===== src/rtl/game_pkg.sv =====
// Shared definitions for the jumping-runner game: state encodings, screen
// constants and default sprite sizes used by the sequencer and the movers.
package game_pkg;

  typedef enum logic [1:0] {
    ST_IDLE = 2'd0,
    ST_PLAY = 2'd1,
    ST_HIT  = 2'd2,
    ST_OVER = 2'd3
  } game_state_t;

  localparam int unsigned GROUND_Y   = 400;
  localparam int unsigned SCREEN_W   = 640;
  localparam int unsigned ROLE_W_DEF = 40;
  localparam int unsigned ROLE_H_DEF = 43;
  localparam int unsigned OBS_W_DEF  = 20;
  localparam int unsigned OBS_H_DEF  = 40;

  localparam logic [2:0] SPEED_MAX = 3'd7;

  // Counter width able to hold 0..n-1, never narrower than one bit.
  function automatic int unsigned cnt_w(input int unsigned n);
    return (n > 1) ? $clog2(n) : 1;
  endfunction

endpackage


===== src/rtl/bcd_counter4.sv =====
// Four-digit BCD counter that saturates at 9999; flags the increment that
// carries into the hundreds digit.
module bcd_counter4 (
  input  logic        clk,
  input  logic        rst,
  input  logic        clr,
  input  logic        inc,
  output logic [15:0] q,
  output logic        hund_carry
);

  logic [15:0] q_inc;
  logic        carry;
  logic        sat;

  assign sat        = (q == 16'h9999);
  assign hund_carry = inc && !clr && !sat && (q[7:0] == 8'h99);

  always_comb begin
    q_inc = q;
    carry = 1'b1;
    for (int unsigned i = 0; i < 4; i++) begin
      if (carry) begin
        if (q[i*4 +: 4] == 4'd9) begin
          q_inc[i*4 +: 4] = 4'd0;
        end else begin
          q_inc[i*4 +: 4] = q[i*4 +: 4] + 4'd1;
          carry           = 1'b0;
        end
      end
    end
  end

  always_ff @(posedge clk or negedge rst) begin
    if (!rst) begin
      q <= '0;
    end else if (clr) begin
      q <= '0;
    end else if (inc && !sat) begin
      q <= q_inc;
    end
  end

endmodule


===== src/rtl/game_ctrl.sv =====
// Game sequencer: frame pacing, button edges, collision test, IDLE/PLAY/HIT/OVER
// state machine, BCD score, high score and speed level.
module game_ctrl
  import game_pkg::*;
#(
  parameter int unsigned CLK_PER_FRAME = 833333,
  parameter int unsigned ROLE_W        = ROLE_W_DEF,
  parameter int unsigned ROLE_H        = ROLE_H_DEF,
  parameter int unsigned OBS_W         = OBS_W_DEF,
  parameter int unsigned OBS_H         = OBS_H_DEF,
  parameter int unsigned SCORE_DIV     = 6,
  parameter int unsigned HIT_HOLD      = 30
) (
  input  logic        clk,
  input  logic        rst,
  input  logic        Start_Button,
  input  logic        Jump_Button,
  input  logic [9:0]  Role_X,
  input  logic [9:0]  Role_Y,
  input  logic [9:0]  Obs_X,
  input  logic [9:0]  Obs_Y,
  input  logic        Obs_Valid,
  output logic        Frame_Tick,
  output logic        Stop,
  output logic        Jump_Pulse,
  output logic [1:0]  State,
  output logic [15:0] Score,
  output logic [15:0] High_Score,
  output logic [2:0]  Speed
);

  localparam int unsigned FRAME_W = cnt_w(CLK_PER_FRAME);
  localparam int unsigned DIV_W   = cnt_w(SCORE_DIV);
  localparam int unsigned HOLD_W  = cnt_w(HIT_HOLD);

  game_state_t       state, state_nxt;
  logic [FRAME_W-1:0] frame_cnt;
  logic [DIV_W-1:0]   div_cnt, div_nxt;
  logic [HOLD_W-1:0]  hold_cnt, hold_nxt;
  logic               start_q, jump_q;
  logic               start_rise, jump_rise;
  logic               overlap;
  logic               game_start, score_clr, score_inc, hi_load;
  logic               hund_carry;

  assign Frame_Tick = (frame_cnt == FRAME_W'(CLK_PER_FRAME - 1));
  assign start_rise = Start_Button && !start_q;
  assign jump_rise  = Jump_Button && !jump_q;
  assign Stop       = (state != ST_PLAY);
  assign State      = state;

  // Zero-extended to 11 bits so right/bottom edges near 1023 cannot wrap.
  assign overlap = Obs_Valid
                && ({1'b0, Role_X} < {1'b0, Obs_X} + 11'(OBS_W))
                && ({1'b0, Obs_X}  < {1'b0, Role_X} + 11'(ROLE_W))
                && ({1'b0, Role_Y} < {1'b0, Obs_Y} + 11'(OBS_H))
                && ({1'b0, Obs_Y}  < {1'b0, Role_Y} + 11'(ROLE_H));

  always_comb begin
    state_nxt  = state;
    div_nxt    = div_cnt;
    hold_nxt   = hold_cnt;
    game_start = 1'b0;
    score_inc  = 1'b0;
    hi_load    = 1'b0;
    case (state)
      ST_IDLE: game_start = start_rise || jump_rise;
      ST_PLAY: begin
        if (Frame_Tick) begin
          if (overlap) begin
            state_nxt = ST_HIT;
            hold_nxt  = '0;
          end else if (div_cnt == DIV_W'(SCORE_DIV - 1)) begin
            div_nxt   = '0;
            score_inc = 1'b1;
          end else begin
            div_nxt = div_cnt + DIV_W'(1);
          end
        end
      end
      ST_HIT: begin
        if (Frame_Tick) begin
          if (hold_cnt == HOLD_W'(HIT_HOLD - 1)) begin
            state_nxt = ST_OVER;
            hi_load   = (Score > High_Score);
          end else begin
            hold_nxt = hold_cnt + HOLD_W'(1);
          end
        end
      end
      ST_OVER: game_start = start_rise;
      default: state_nxt = ST_IDLE;
    endcase
    if (game_start) begin
      state_nxt = ST_PLAY;
      div_nxt   = '0;
    end
  end

  assign score_clr = game_start;

  always_ff @(posedge clk or negedge rst) begin
    if (!rst) begin
      state      <= ST_IDLE;
      frame_cnt  <= '0;
      div_cnt    <= '0;
      hold_cnt   <= '0;
      start_q    <= 1'b0;
      jump_q     <= 1'b0;
      Jump_Pulse <= 1'b0;
      High_Score <= '0;
      Speed      <= '0;
    end else begin
      state      <= state_nxt;
      frame_cnt  <= Frame_Tick ? '0 : frame_cnt + FRAME_W'(1);
      div_cnt    <= div_nxt;
      hold_cnt   <= hold_nxt;
      start_q    <= Start_Button;
      jump_q     <= Jump_Button;
      Jump_Pulse <= jump_rise && (state == ST_PLAY);
      if (hi_load) begin
        High_Score <= Score;
      end
      if (game_start) begin
        Speed <= '0;
      end else if (hund_carry && Speed != SPEED_MAX) begin
        Speed <= Speed + 3'd1;
      end
    end
  end

  bcd_counter4 u_score (
    .clk        (clk),
    .rst        (rst),
    .clr        (score_clr),
    .inc        (score_inc),
    .q          (Score),
    .hund_carry (hund_carry)
  );

endmodule


===== config.mk =====
export PLATFORM = sky130hd
export DESIGN_NAME = game_ctrl
export DESIGN_NICKNAME = d
export VERILOG_FILES = /design/src/rtl/game_pkg.sv /design/src/rtl/bcd_counter4.sv /design/src/rtl/game_ctrl.sv
export SDC_FILE = /design/constraint.sdc
export NUM_CORES = 1
export LEC_CHECK = 0
export ABC_AREA = 0
export ABC_CLOCK_PERIOD_IN_PS = 2900
export CELL_PAD_IN_SITES_DETAIL_PLACEMENT = 0
export CELL_PAD_IN_SITES_GLOBAL_PLACEMENT = 1
export CORE_UTILIZATION = 42
export CTS_CLUSTER_SIZE = 14
export DETAILED_ROUTE_END_ITERATION = 12
export PLACE_DENSITY_LB_ADDON = 0.12
export REMOVE_ABC_BUFFERS = 1
export SKIP_CTS_REPAIR_TIMING = 1
export SYNTH_ARGS = -nofsm -noshare
export SYNTH_HDL_FRONTEND = slang
export SYNTH_SLANG_ARGS = --single-unit

===== constraint.sdc =====
create_clock -name clk -period 2.9 [get_ports clk]
set_input_delay 0.435 -clock clk [delete_from_list [all_inputs] [get_ports clk]]
set_output_delay 0.435 -clock clk [all_outputs]
set_load 0.005 [all_outputs]

==> flow_metrics.env <==
export IMPL_die_y_um=115
export IMPL_grt_pass1_vias=4845
export IMPL_netlist_top_cells_area="dfrtp_1, ha_1, xor2_1"
export IMPL_tns_ns=-0.988
export IMPL_die_area_um2=13200
export IMPL_tritoncts="done"
export IMPL_final_hold_violation_count=0
export IMPL_seq_area_frac_synth=0.318
export IMPL_ys_async_sr_fraction=1.00
export IMPL_drt_wl_total_um=13500
export IMPL_clockRootBuffer="clkbuf_16"
export IMPL_worstPathRequired_ns=3.12
export IMPL_cp_max_fo=6
export IMPL_tightest_slew_ns=0.897
export IMPL_synth_area_mux_share=0.0456
export IMPL_via_per_inst=5.37
export IMPL_period_share=1.04
export IMPL_path_clk_slew_ns=0.05
export IMPL_num_antenna_cells=0
export IMPL_total_power_mw=2.68
export IMPL_ant_nets=0
export IMPL_dp_cells=883
export IMPL_synth_xor_area_share=0.0671
export IMPL_hp_class="primary input to asynchronous set/reset pin"
export IMPL_worst_setup_path_start_kind="primary input"
export IMPL_power_static_leakage_nw=3.55
export IMPL_final_net_count=852
export IMPL_numCtsBuffers=9
export IMPL_gp_congestion=0.864
export IMPL_fmax_mhz=333
export IMPL_clock_skew_ns=0.00751
export IMPL_dp_worst_setup_slack_ns=-0.948
export IMPL_multi_input_area_um2=3720
export IMPL_synthSimpleGateAreaFrac=0.193
export IMPL_slew_violations=0
export IMPL_reg2reg_depth=11
export IMPL_syn_avg_cell_area_um2=9.42
export IMPL_wl_per_cell_um=14.9
export IMPL_synthFlopType="dfrtp_1"
export IMPL_grt_max_degree=69
export IMPL_r2r_slack_ns=0.23
export IMPL_port_buffers=84
export IMPL_final_setup_viol_count=16
export IMPL_rows=40
export IMPL_cts_sinks=68
export IMPL_io_pin_count=85
export IMPL_dp_hpwl_um=10200
export IMPL_reg2reg_to="Speed[0]$_DFFE_PN0P_"
export IMPL_synth_top_area_cell="dfrtp_1"
export IMPL_vias=4868
export IMPL_instances_no_fill=906
export IMPL_worst_slack_ns=-0.105
export IMPL_areaGrowthSynthToFinish_pct=43.6
export IMPL_fill_cells=1055
export IMPL_synth_top_cell_area_share=0.318
export IMPL_grt_use_total=0.209
export IMPL_dr_pass1_iters=5
export IMPL_initial_core_util=0.438
export IMPL_drt_iter0_drc=163
export IMPL_die_x_um=115
export IMPL_synth_warnings=0
export IMPL_clk_path_buf_depth=2
export IMPL_powerDensity_nw_per_um2=349
export IMPL_synthAdderAreaFrac=0.173
export IMPL_post_route_min_period_ns=3.00
export IMPL_clk_insertion_delay_late_ns=0.34
export IMPL_core_area_um2=12200
export IMPL_ff_latch_area_um2=1700
export IMPL_netlist_area_um2=5350
export IMPL_overflow=0
export IMPL_layout_drive_gt1_share=0.229
export IMPL_violations="setup timing"
export IMPL_drc_errors=0
export IMPL_drv_cap=0
export IMPL_final_common_cell="buf_4"
export IMPL_synth_seq_cells=68
export IMPL_relSlewSlack=0.402
export IMPL_synth_compound_area_frac=0.156
export IMPL_endpoint_kind="register"
export IMPL_final_cell_mix="buf_4, ha_1, dfrtp_1"
export IMPL_arrival_ns=3.23
export IMPL_status="finished, violations left"
export IMPL_rsz0062_at_grt="true"
export IMPL_htreeDepth=3
export IMPL_ir_drop_uv=454
export IMPL_grt_pass1_wl_um=22100
export IMPL_synthCells=568
export IMPL_synth_edf_count=0
export IMPL_antenna_found_initial=0
export IMPL_path_class="primary input to register"
export IMPL_synth_distinct_cells=65
export IMPL_synth_top_family_by_area="simple AND/OR/NAND/NOR gates"
export IMPL_worstReg2RegStart="u_score.q[5]$_DFFE_PN0P_"
[worst max-delay path by stage]
stage	from	to	slack (ns)
after global placement	Role_Y[0]	u_score.q[4]$_DFFE_PN0P_	-0.87
after CTS	Role_Y[0]	u_score.q[7]$_DFFE_PN0P_	-0.61
final	Role_Y[6]	div_cnt[1]$_DFFE_PN0P_	-0.10
after detailed placement	Role_Y[0]	u_score.q[7]$_DFFE_PN0P_	-0.95
after global routing	Role_Y[2]	u_score.q[8]$_DFFE_PN0P_	-0.24
after floorplan	Role_Y[0]	Speed[0]$_DFFE_PN0P_	-0.24
[final cells by class]
type	instances	area share
multi-input combinational	439	0.484
sequential	68	0.222
timing repair buffer	164	0.197
clock buffer	12	0.0347
tap	168	0.0274
inverter	51	0.0256
clock inverter	4	0.00912
[synth_stat cells, types with 2 or more instances]
master	instances
and4_1	2
nor2_1	39
nand3_1	25
mux2_2	11
a21boi_0	3
dfrtp_1	68
inv_1	51
nor3_1	6
a41oi_1	2
and2_1	5
ha_1	74
a211oi_1	2
and3b_1	2
a21o_1	10
mux2i_1	12
and3_1	15
or4_1	4
a211o_1	3
a21oi_1	20
o211ai_1	8
o311ai_1	2
nand4_1	20
o21ai_0	17
or2_2	4
xnor2_1	15
buf_6	3
a311oi_1	4
nand2b_1	4
a31o_2	5
xor2_1	26
nor4_1	4
o31ai_1	2
nor4b_1	2
o21a_1	9
nor2b_1	7
or3_1	10
a31oi_1	7
clkbuf_1	6
o2111ai_1	7
and4b_1	2
nand2_1	26
[layer usage]
| layer | part of all wire | routed length [um] | track usage | up-vias |
|---|---|---|---|---|
| met5 | 0 | 0 | 0 | - |
| li1 | - | - | - | 2420 |
| met3 | 0.034 | 457 | 0.0464 | 10 |
| met2 | 0.51 | 6880 | 0.369 | 86 |
| met1 | 0.45 | 6110 | 0.260 | 2352 |
| met4 | 0.0063 | 85 | 0.0468 | 0 |
[metrics by stage]
| stage | utilization | hold slack (ns) | area, um^2 |
|---|---|---|---|
| floorplan | - | 0.139 | 5290 |
| global placement | 0.565 | 0.487 | 6900 |
| detailed placement | 0.565 | 0.518 | 6900 |
| CTS | 0.593 | 0.336 | 7240 |
| global route | 0.629 | 0.393 | 7680 |
| finish | 0.629 | 0.285 | 7680 |
[where the power goes]
part | switching [mW] | internal, mW
registers | 0.0111 | 0.958
clock network | 0.407 | 0.820
logic | 0.243 | 0.244
total | 0.662 | 2.02
[worst max-delay path, stage by stage]
cell             delay (ns)
clkdlybuf4s50_1        0.62
nand3_2                0.11
xor2_1                 0.16
ha_1                   0.33
a211oi_2               0.30
a311oi_4               0.15
or3_4                  0.47
o311ai_4               0.25
buf_6                  0.15
nor4_1                 0.04
a31o_2                 0.22
[logic make-up (layout without fill, tap and decap cells)]
family	count (synthesis)	after routing
buf+inv	61	231
mux	23	23
fa+ha+maj	74	74
flops	68	68
xor+xnor	41	41
simple gates	186	186
compound gates	115	115
[state kept, by name, indices dropped and copies added (netlist names)]
name and cells:
High_Score 16, Jump_Pulse 1, Speed 3, State 2
div_cnt 3, frame_cnt 20, hold_cnt 5, jump_q 1
start_q 1, u_score.q 16
No activity file was read; power rests on OpenSTA's default activity.
